### src/rtl/dip_debouncer.sv
// -----------------------------------------------------------------------------
// dip_debouncer
//
// Purpose:
//   Conditions the raw GPIO_DIP1 switch level before it reaches the
//   LED-driving top-level logic. The asynchronous input is brought into the
//   clk domain through a short synchroniser chain. Contact bounce is then
//   filtered by a four-state FSM that works with a stability counter: a new
//   level is accepted only after the synchronised signal has held it for
//   DEBOUNCE_CYCLES consecutive clock edges.
//
// Parameters:
//   SYNC_STAGES      synchroniser depth, 2..4
//   DEBOUNCE_CYCLES  consecutive samples a new level must hold, >= 2
//   CNT_W            stability counter width, 2**CNT_W > DEBOUNCE_CYCLES
//   TGL_W            accepted-transition counter width
//
// Ports:
//   clk           in   system clock, rising edge
//   rst_n         in   asynchronous active-low reset
//   dip_in        in   raw switch level (asynchronous, may bounce)
//   dip_clean     out  debounced level, registered
//   rise_pulse    out  one-cycle pulse when dip_clean goes 0 -> 1
//   fall_pulse    out  one-cycle pulse when dip_clean goes 1 -> 0
//   toggle_count  out  accepted transitions, wraps modulo 2**TGL_W
//   busy          out  high while a candidate level is being qualified
// -----------------------------------------------------------------------------
module dip_debouncer #(
    parameter int SYNC_STAGES     = 2,
    parameter int DEBOUNCE_CYCLES = 1000000,
    parameter int CNT_W           = 20,
    parameter int TGL_W           = 8
) (
    input  logic             clk,
    input  logic             rst_n,
    input  logic             dip_in,
    output logic             dip_clean,
    output logic             rise_pulse,
    output logic             fall_pulse,
    output logic [TGL_W-1:0] toggle_count,
    output logic             busy
);

    // Parameter sanity checks. These run at elaboration and produce no logic.
    generate
        if (SYNC_STAGES < 2 || SYNC_STAGES > 4) begin : g_bad_sync_stages
            $error("dip_debouncer: SYNC_STAGES must be in the range 2..4");
        end
        if (DEBOUNCE_CYCLES < 2) begin : g_bad_debounce_cycles
            $error("dip_debouncer: DEBOUNCE_CYCLES must be at least 2");
        end
        if ((64'd1 << CNT_W) <= 64'(DEBOUNCE_CYCLES)) begin : g_bad_cnt_w
            $error("dip_debouncer: CNT_W too narrow for DEBOUNCE_CYCLES");
        end
    endgenerate

    typedef enum logic [1:0] {
        ST_STABLE_LO = 2'd0,
        ST_WAIT_HI   = 2'd1,
        ST_STABLE_HI = 2'd2,
        ST_WAIT_LO   = 2'd3
    } state_t;

    // The counter counts edges on which s has shown the candidate level. The
    // first such edge loads 1, so the level is accepted on the edge where the
    // counter already holds DEBOUNCE_CYCLES-1.
    localparam logic [CNT_W-1:0] CNT_LAST = CNT_W'(DEBOUNCE_CYCLES - 1);
    localparam logic [CNT_W-1:0] CNT_ONE  = CNT_W'(1);
    localparam logic [TGL_W-1:0] TGL_ONE  = TGL_W'(1);

    // -------------------------------------------------------------------------
    // Synchroniser
    // dip_in enters at bit 0 and only the last stage is used downstream.
    // -------------------------------------------------------------------------
    logic [SYNC_STAGES-1:0] sync_q;
    logic                   s;

    // NOTE: the synchroniser flops are reset along with all other state. A
    // clean 0 after reset lets the FSM start in STABLE_LO without seeing X.
    always_ff @(posedge clk or negedge rst_n) begin
        if (!rst_n) begin
            sync_q <= '0;
        end else begin
            // NOTE: non-blocking assignment is required here. Each stage must
            // take the old value of the stage before it, so that the chain
            // shifts by one stage per clock.
            sync_q <= {sync_q[SYNC_STAGES-2:0], dip_in};
        end
    end

    assign s = sync_q[SYNC_STAGES-1];

    // -------------------------------------------------------------------------
    // Debounce FSM
    // All outputs are registered in the same block as the state, so busy always
    // matches the WAIT states. The pulses stay high for one cycle only because
    // they are cleared on every edge unless an acceptance sets them again.
    // -------------------------------------------------------------------------
    state_t           state;
    logic [CNT_W-1:0] cnt;

    always_ff @(posedge clk or negedge rst_n) begin
        if (!rst_n) begin
            state        <= ST_STABLE_LO;
            cnt          <= '0;
            dip_clean    <= 1'b0;
            rise_pulse   <= 1'b0;
            fall_pulse   <= 1'b0;
            toggle_count <= '0;
            busy         <= 1'b0;
        end else begin
            rise_pulse <= 1'b0;
            fall_pulse <= 1'b0;

            case (state)
                ST_STABLE_LO: begin
                    if (s) begin
                        state <= ST_WAIT_HI;
                        cnt   <= CNT_ONE;
                        busy  <= 1'b1;
                    end
                end

                ST_WAIT_HI: begin
                    if (!s) begin
                        // The high level did not last long enough: treat it
                        // as bounce and drop it.
                        state <= ST_STABLE_LO;
                        cnt   <= '0;
                        busy  <= 1'b0;
                    end else if (cnt == CNT_LAST) begin
                        state        <= ST_STABLE_HI;
                        cnt          <= '0;
                        busy         <= 1'b0;
                        dip_clean    <= 1'b1;
                        rise_pulse   <= 1'b1;
                        toggle_count <= toggle_count + TGL_ONE;
                    end else begin
                        cnt <= cnt + CNT_ONE;
                    end
                end

                ST_STABLE_HI: begin
                    if (!s) begin
                        state <= ST_WAIT_LO;
                        cnt   <= CNT_ONE;
                        busy  <= 1'b1;
                    end
                end

                ST_WAIT_LO: begin
                    if (s) begin
                        state <= ST_STABLE_HI;
                        cnt   <= '0;
                        busy  <= 1'b0;
                    end else if (cnt == CNT_LAST) begin
                        state        <= ST_STABLE_LO;
                        cnt          <= '0;
                        busy         <= 1'b0;
                        dip_clean    <= 1'b0;
                        fall_pulse   <= 1'b1;
                        toggle_count <= toggle_count + TGL_ONE;
                    end else begin
                        cnt <= cnt + CNT_ONE;
                    end
                end

                default: begin
                    // The encoding covers all four codes, so this branch is
                    // unreachable. It still returns the FSM to a known
                    // low state.
                    state     <= ST_STABLE_LO;
                    cnt       <= '0;
                    busy      <= 1'b0;
                    dip_clean <= 1'b0;
                end
            endcase
        end
    end

endmodule

### config.mk
export PLATFORM = sky130hd
export DESIGN_NAME = dip_debouncer
export DESIGN_NICKNAME = d
export VERILOG_FILES = /design/src/rtl/dip_debouncer.sv
export SDC_FILE = /design/constraint.sdc
export NUM_CORES = 1
export LEC_CHECK = 0
export BUFFER_PORTS_ARGS = -buffer_cell sky130_fd_sc_hd__buf_2
export CAP_MARGIN = 40
export CORE_ASPECT_RATIO = 0.9
export CORE_MARGIN = 3
export CORE_UTILIZATION = 55
export CTS_CLUSTER_DIAMETER = 120
export DETAILED_ROUTE_END_ITERATION = 10
export GPL_ROUTABILITY_DRIVEN = 0
export MAX_ROUTING_LAYER = met4
export PLACE_DENSITY = 0.77
export SLEW_MARGIN = 20
export SYNTH_ARGS = -nofsm -noshare
export SYNTH_HDL_FRONTEND = slang
export SYNTH_SLANG_ARGS = --single-unit
### constraint.sdc
create_clock -name clk -period 3.1 [get_ports clk]
set_input_delay 0.465 -clock clk [delete_from_list [all_inputs] [get_ports clk]]
set_output_delay 0.465 -clock clk [all_outputs]
set_load 0.05 [all_outputs]
# ---- Word-level counts from Yosys, hierarchy flattened
# Cells that the tools add are included.
dict set report totals {
  regBits 36
  input_bits 3
  word_cells 61
}
dict set report op_classes {
  n_addsub 2
  n_eq_ne 12
  mux 33
  reduce_logical 6
}
# op n
set op_table {}
lappend op_table {{$mux 20} 5}
lappend op_table {{$pmux 20 s4} 1}
lappend op_table {{$mux 8} 3}
lappend op_table {{$add 20x1->20 const B} 1}
lappend op_table {{$eq 20x20->1 const B} 1}
lappend op_table {{$pmux 8 s2} 1}
lappend op_table {{$mux 1} 14}
lappend op_table {{$mux 2} 6}
lappend op_table {{$ne 2x2->1 const B} 6}
lappend op_table {{$add 8x1->8 const B} 1}
lappend op_table {{$pmux 2 s4} 1}
lappend op_table {{$ne 3x3->1 const B} 2}
lappend op_table {{$reduce_and 5->1} 1}
lappend op_table {{$eq 2x2->1 const B} 2}
lappend op_table {{$pmux 1 s4} 1}
lappend op_table {{$reduce_and 4->1} 1}
lappend op_table {{$reduce_and 3->1} 1}
lappend op_table {{$eq 2x1->1 const B} 1}
lappend op_table {{$logic_not 2->1} 1}
lappend op_table {{$pmux 1 s2} 1}
lappend op_table {{$reduce_and 2->1} 1}
lappend op_table {{$reduce_bool 2->1} 1}

# ---- Logic depth before layout (Yosys ltp)
dict set report logic_depth {
  ltp_word 4
  depth_mapped 8
  ltp_nobuf 6
}

# ---- Worst setup path before layout
# Ideal clock, no wire load.
dict set report synth_timing {
  path_kind {flip-flop to flip-flop}
  from {register cnt[12]}
  to {register toggle_count[3]}
  setup_ps 143
  arrival_time_ps 1951
  required_time_ps 2957
  setup_slack_ps 1006
  path_stages_with_launch 7
  path_buffers 1
  synth_period_minus_slack_ps 2094
  path_cell_list {dfrtp_1 > or4_4 > nor4_4 > and4_1 > buf_4 > nand4_1 > xnor2_1}
}
dict set report synth_between {
  elab_chain_cells 4
  word_cells_on_any_way 5
}
# element line_no
set synth_rtl {}
lappend synth_rtl {{start, declared} 100} ;# logic [CNT_W-1:0] cnt;
lappend synth_rtl {{start signal, assigned} 139} ;# cnt <= cnt + CNT_ONE;
lappend synth_rtl {{start signal, assigned} 164} ;# cnt <= cnt + CNT_ONE;
lappend synth_rtl {{$eq 20x20->1 *} {131, 156}}
lappend synth_rtl {{$mux 8 *} --}
lappend synth_rtl {{$mux 8 (on tied branches)} --}
lappend synth_rtl {{$pmux 8 s2 *} --}
lappend synth_rtl {{end signal, assigned} 137} ;# toggle_count <= toggle_count + TGL_ONE;
lappend synth_rtl {{end signal, assigned} 162} ;# toggle_count <= toggle_count + TGL_ONE;
lappend synth_rtl {{end, declared} 40} ;# output logic [TGL_W-1:0] toggle_count,
# Mark *: on every way between the ends. The rest lies on a longest branch, timed or not. The select of a mux whose other input is x is not followed.
# A chain may end at the register's enable or synchronous reset.

# ---- Worst setup path in the final report
dict set report layout_timing {
  from {register cnt[12]}
  to {register cnt[5]}
}
dict set report layout_between {
  elab_chain_cells 4
  word_cells_on_any_way 5
}
# element line_no
set layout_rtl {}
lappend layout_rtl {{$eq 20x20->1 *} {131, 156}}
lappend layout_rtl {{$mux 20 *} {131, 156}}
lappend layout_rtl {{$mux 20 (on tied branches)} {152, 125}}
lappend layout_rtl {{$pmux 20 s4 *} 115} ;# case (state)
# Mark *: on every way between the ends. The rest lies on a longest branch, timed or not.

==> flow_metrics.env <==
export IMPL_dp_hpwl_um=2640
export IMPL_tritoncts="yes"
export IMPL_antenna_found_initial=0
export IMPL_synth_warnings=0
export IMPL_synth_flop_cell="dfrtp_1"
export IMPL_overflow=0
export IMPL_synth_fp_nets=185
export IMPL_ys_types=40
export IMPL_reg2reg_from="cnt[12]"
export IMPL_reg2reg_depth=6
export IMPL_portBuffers=14
export IMPL_coreArea_um2=3110
export IMPL_num_rows=19
export IMPL_outcome="finished clean"
export IMPL_p_per_area_nw_per_um2=465
export IMPL_hold_viol=0
export IMPL_syn2layout_area_growth_pct=11.7
export IMPL_async_reset_ff_share_pct=100
export IMPL_vias=1457
export IMPL_slew_headroom_pct=46.2
export IMPL_track_usage_pct=21.4
export IMPL_start_kind="flip-flop"
export IMPL_rsz0062_at_grt="no"
export IMPL_final_area_um2=2020
export IMPL_synth_avg_cell_area_um2=10.1
export IMPL_antenna_left=0
export IMPL_first_pass_iters=4
export IMPL_n_antenna_cell=0
export IMPL_end_kind="flip-flop"
export IMPL_holdBufCountCts=0
export IMPL_p_leak_nw=0.855
export IMPL_start_util_pct=58.2
export IMPL_numCtsBuffers=5
export IMPL_fin_setup_tns_ns=0
export IMPL_seq_area_frac_synth_pct=49.7
export IMPL_cts_buffer_depth=2
export IMPL_ff2ff_setup_slack_ns=0.73
export IMPL_cts_setup_buffers=0
export IMPL_yosysTopAreaCell="dfrtp_1"
export IMPL_dp_slack_ns=0.766
export IMPL_worst_path_max_fanout=20
export IMPL_drtIter0Drc=90
export IMPL_layout_nets=201
export IMPL_worst_pin_slew_ns=0.801
export IMPL_fillers=257
export IMPL_clockRootBuffer="clkbuf_8"
export IMPL_power_uw=940
export IMPL_via_per_inst=6.10
export IMPL_maxSlewViolCount=0
export IMPL_crit_chain="or4_4 > nor4_4 > a21oi_2 > buf_8 > a41oi_1 > a31oi_1"
export IMPL_synth_edff_count=0
export IMPL_drcViolationCount=0
export IMPL_max_freq_mhz=422
export IMPL_postPlaceCellArea_um2=1910
export IMPL_dieArea_um2=4020
export IMPL_grt_max_degree=37
export IMPL_wl_per_cell_um=15.7
export IMPL_grt_pass1_wl_um=6210
export IMPL_synth_seq_cells=36
export IMPL_synth_most_common_cell="dfrtp_1"
export IMPL_grt_pass1_vias=1291
export IMPL_fin_ws_ns=0.729
export IMPL_path_class="flip-flop to flip-flop"
export IMPL_max_cap_viol_count=0
export IMPL_ios=15
export IMPL_syn_area_um2=1810
export IMPL_slowest_stage="or4_4"
export IMPL_dpl_cell_count=230
export IMPL_die_y_um=60.5
export IMPL_final_cells=239
export IMPL_reg2reg_to="cnt[5]"
export IMPL_synth_top_area_share_pct=49.7
export IMPL_postSynthCellCount=180
export IMPL_whs_ns=0.0997
export IMPL_post_cts_resized=0
export IMPL_die_x_um=66.5
export IMPL_final_util_pct=65.0
export IMPL_peakVddDrop_uv=311
export IMPL_crit_arrival_ns=2.54
export IMPL_critPathRequiredTime_ns=3.27
export IMPL_post_route_period_util_pct=76.5
export IMPL_routed_wl_um=3760
export IMPL_insertion_delay_ns=0.29
export IMPL_synth_common_cells="dfrtp_1, nand2_1, nand3_1"
export IMPL_drive_gt1_share_pct=15.2
export IMPL_path_clk_slew_ns=0.07
export IMPL_cp_slowest_stage_delay_ns=0.59
export IMPL_skew_ns=0.00452
export IMPL_clkSinkCount=36
export IMPL_setup_viol=0
export IMPL_h_tree_depth=2
export IMPL_hold_class="primary input to asynchronous set/reset pin"
export IMPL_period_minus_slack_ns=2.37
export IMPL_synthTopCellsByArea="dfrtp_1, nand3_1, nand2_1, nand4_1, xnor2_1"
==> critical path: cells and delay by family, from the launching register on <==
family | cells | cell delay (ns)
compound gates | 3 | 0.53
buf+inv | 1 | 0.23
flops | 1 | 0.44
simple gates | 2 | 1.04
==> layout by cell type (no fill, tap or decap), types with 3 or more instances in the layout <==
cell type,netlist,layout
nand2b_1,4,4
dfrtp_1,36,36
nand4_1,10,10
a31oi_1,9,9
nand3_1,15,15
a22o_1,3,3
inv_1,4,4
o21ai_0,8,8
a41oi_1,4,4
buf_2,1,14
xnor2_1,7,7
nand2_1,17,17
o22ai_1,3,3
a21oi_1,12,12
mux2i_1,3,3
clkbuf_8,0,6
nor2_1,6,6
and3_1,4,4
==> final cells by class <==
type	instances	area [µm²]	share of cell area, %
well taps	42	52.6	2.60
repair buffers	17	120	5.93
inverters	4	15.0	0.742
clock buffers	8	90.1	4.45
multi-input cells	132	846	41.8
flip-flops and latches	36	901	44.5
==> sequential cells by signal, summed over array words and instances (netlist names), named ones only <==
register and flops:
sync_q 2, rise_pulse 1, busy 1, state 1, toggle_count 8, cnt 20
dip_clean 1, fall_pulse 1
==> how the worst max path moves through the flow <==
stage,end,from,slack (ns),cells after the start
global route,cnt[5],cnt[12],0.59,6
detailed placement,cnt[5],cnt[12],0.77,6
global placement,cnt[7],cnt[0],0.83,6
CTS,cnt[5],cnt[12],0.75,6
finish,cnt[5],cnt[12],0.73,6
floorplan,toggle_count[3],cnt[12],1.01,6
==> where the power goes <==
group          switching (mW)  total [mW]  internal [mW]
sequential             0.0302       0.521          0.491
combinational          0.0455      0.0749         0.0295
clock                   0.163       0.345          0.181
==> layer usage <==
| metal | up-vias | share of wire [%] | wire [µm] | GRT usage (%) |
|---|---|---|---|---|
| met5 | - | 0 | 0 | - |
| met4 | 0 | 0.77 | 29 | 4.64 |
| met3 | 3 | 5.0 | 189 | 7.04 |
| met2 | 38 | 49 | 1840 | 32.4 |
| met1 | 710 | 45 | 1690 | 28.2 |
| li1 | 706 | - | - | - |
==> kinds of logic (layout without fill, tap and decap cells) <==
logic type	Yosys count	in the layout	synth area share, %
buffers and inverters	12	29	3.59
flip-flops	36	36	49.7
XOR/XNOR	9	9	4.35
multiplexers	4	4	2.28
AND/OR/NAND/NOR	74	74	23.9
adder cells (fa/ha/maj)	2	2	1.38
AO/OA/AOI/OAI	43	43	14.8
Power figures use the tool's default switching activity.
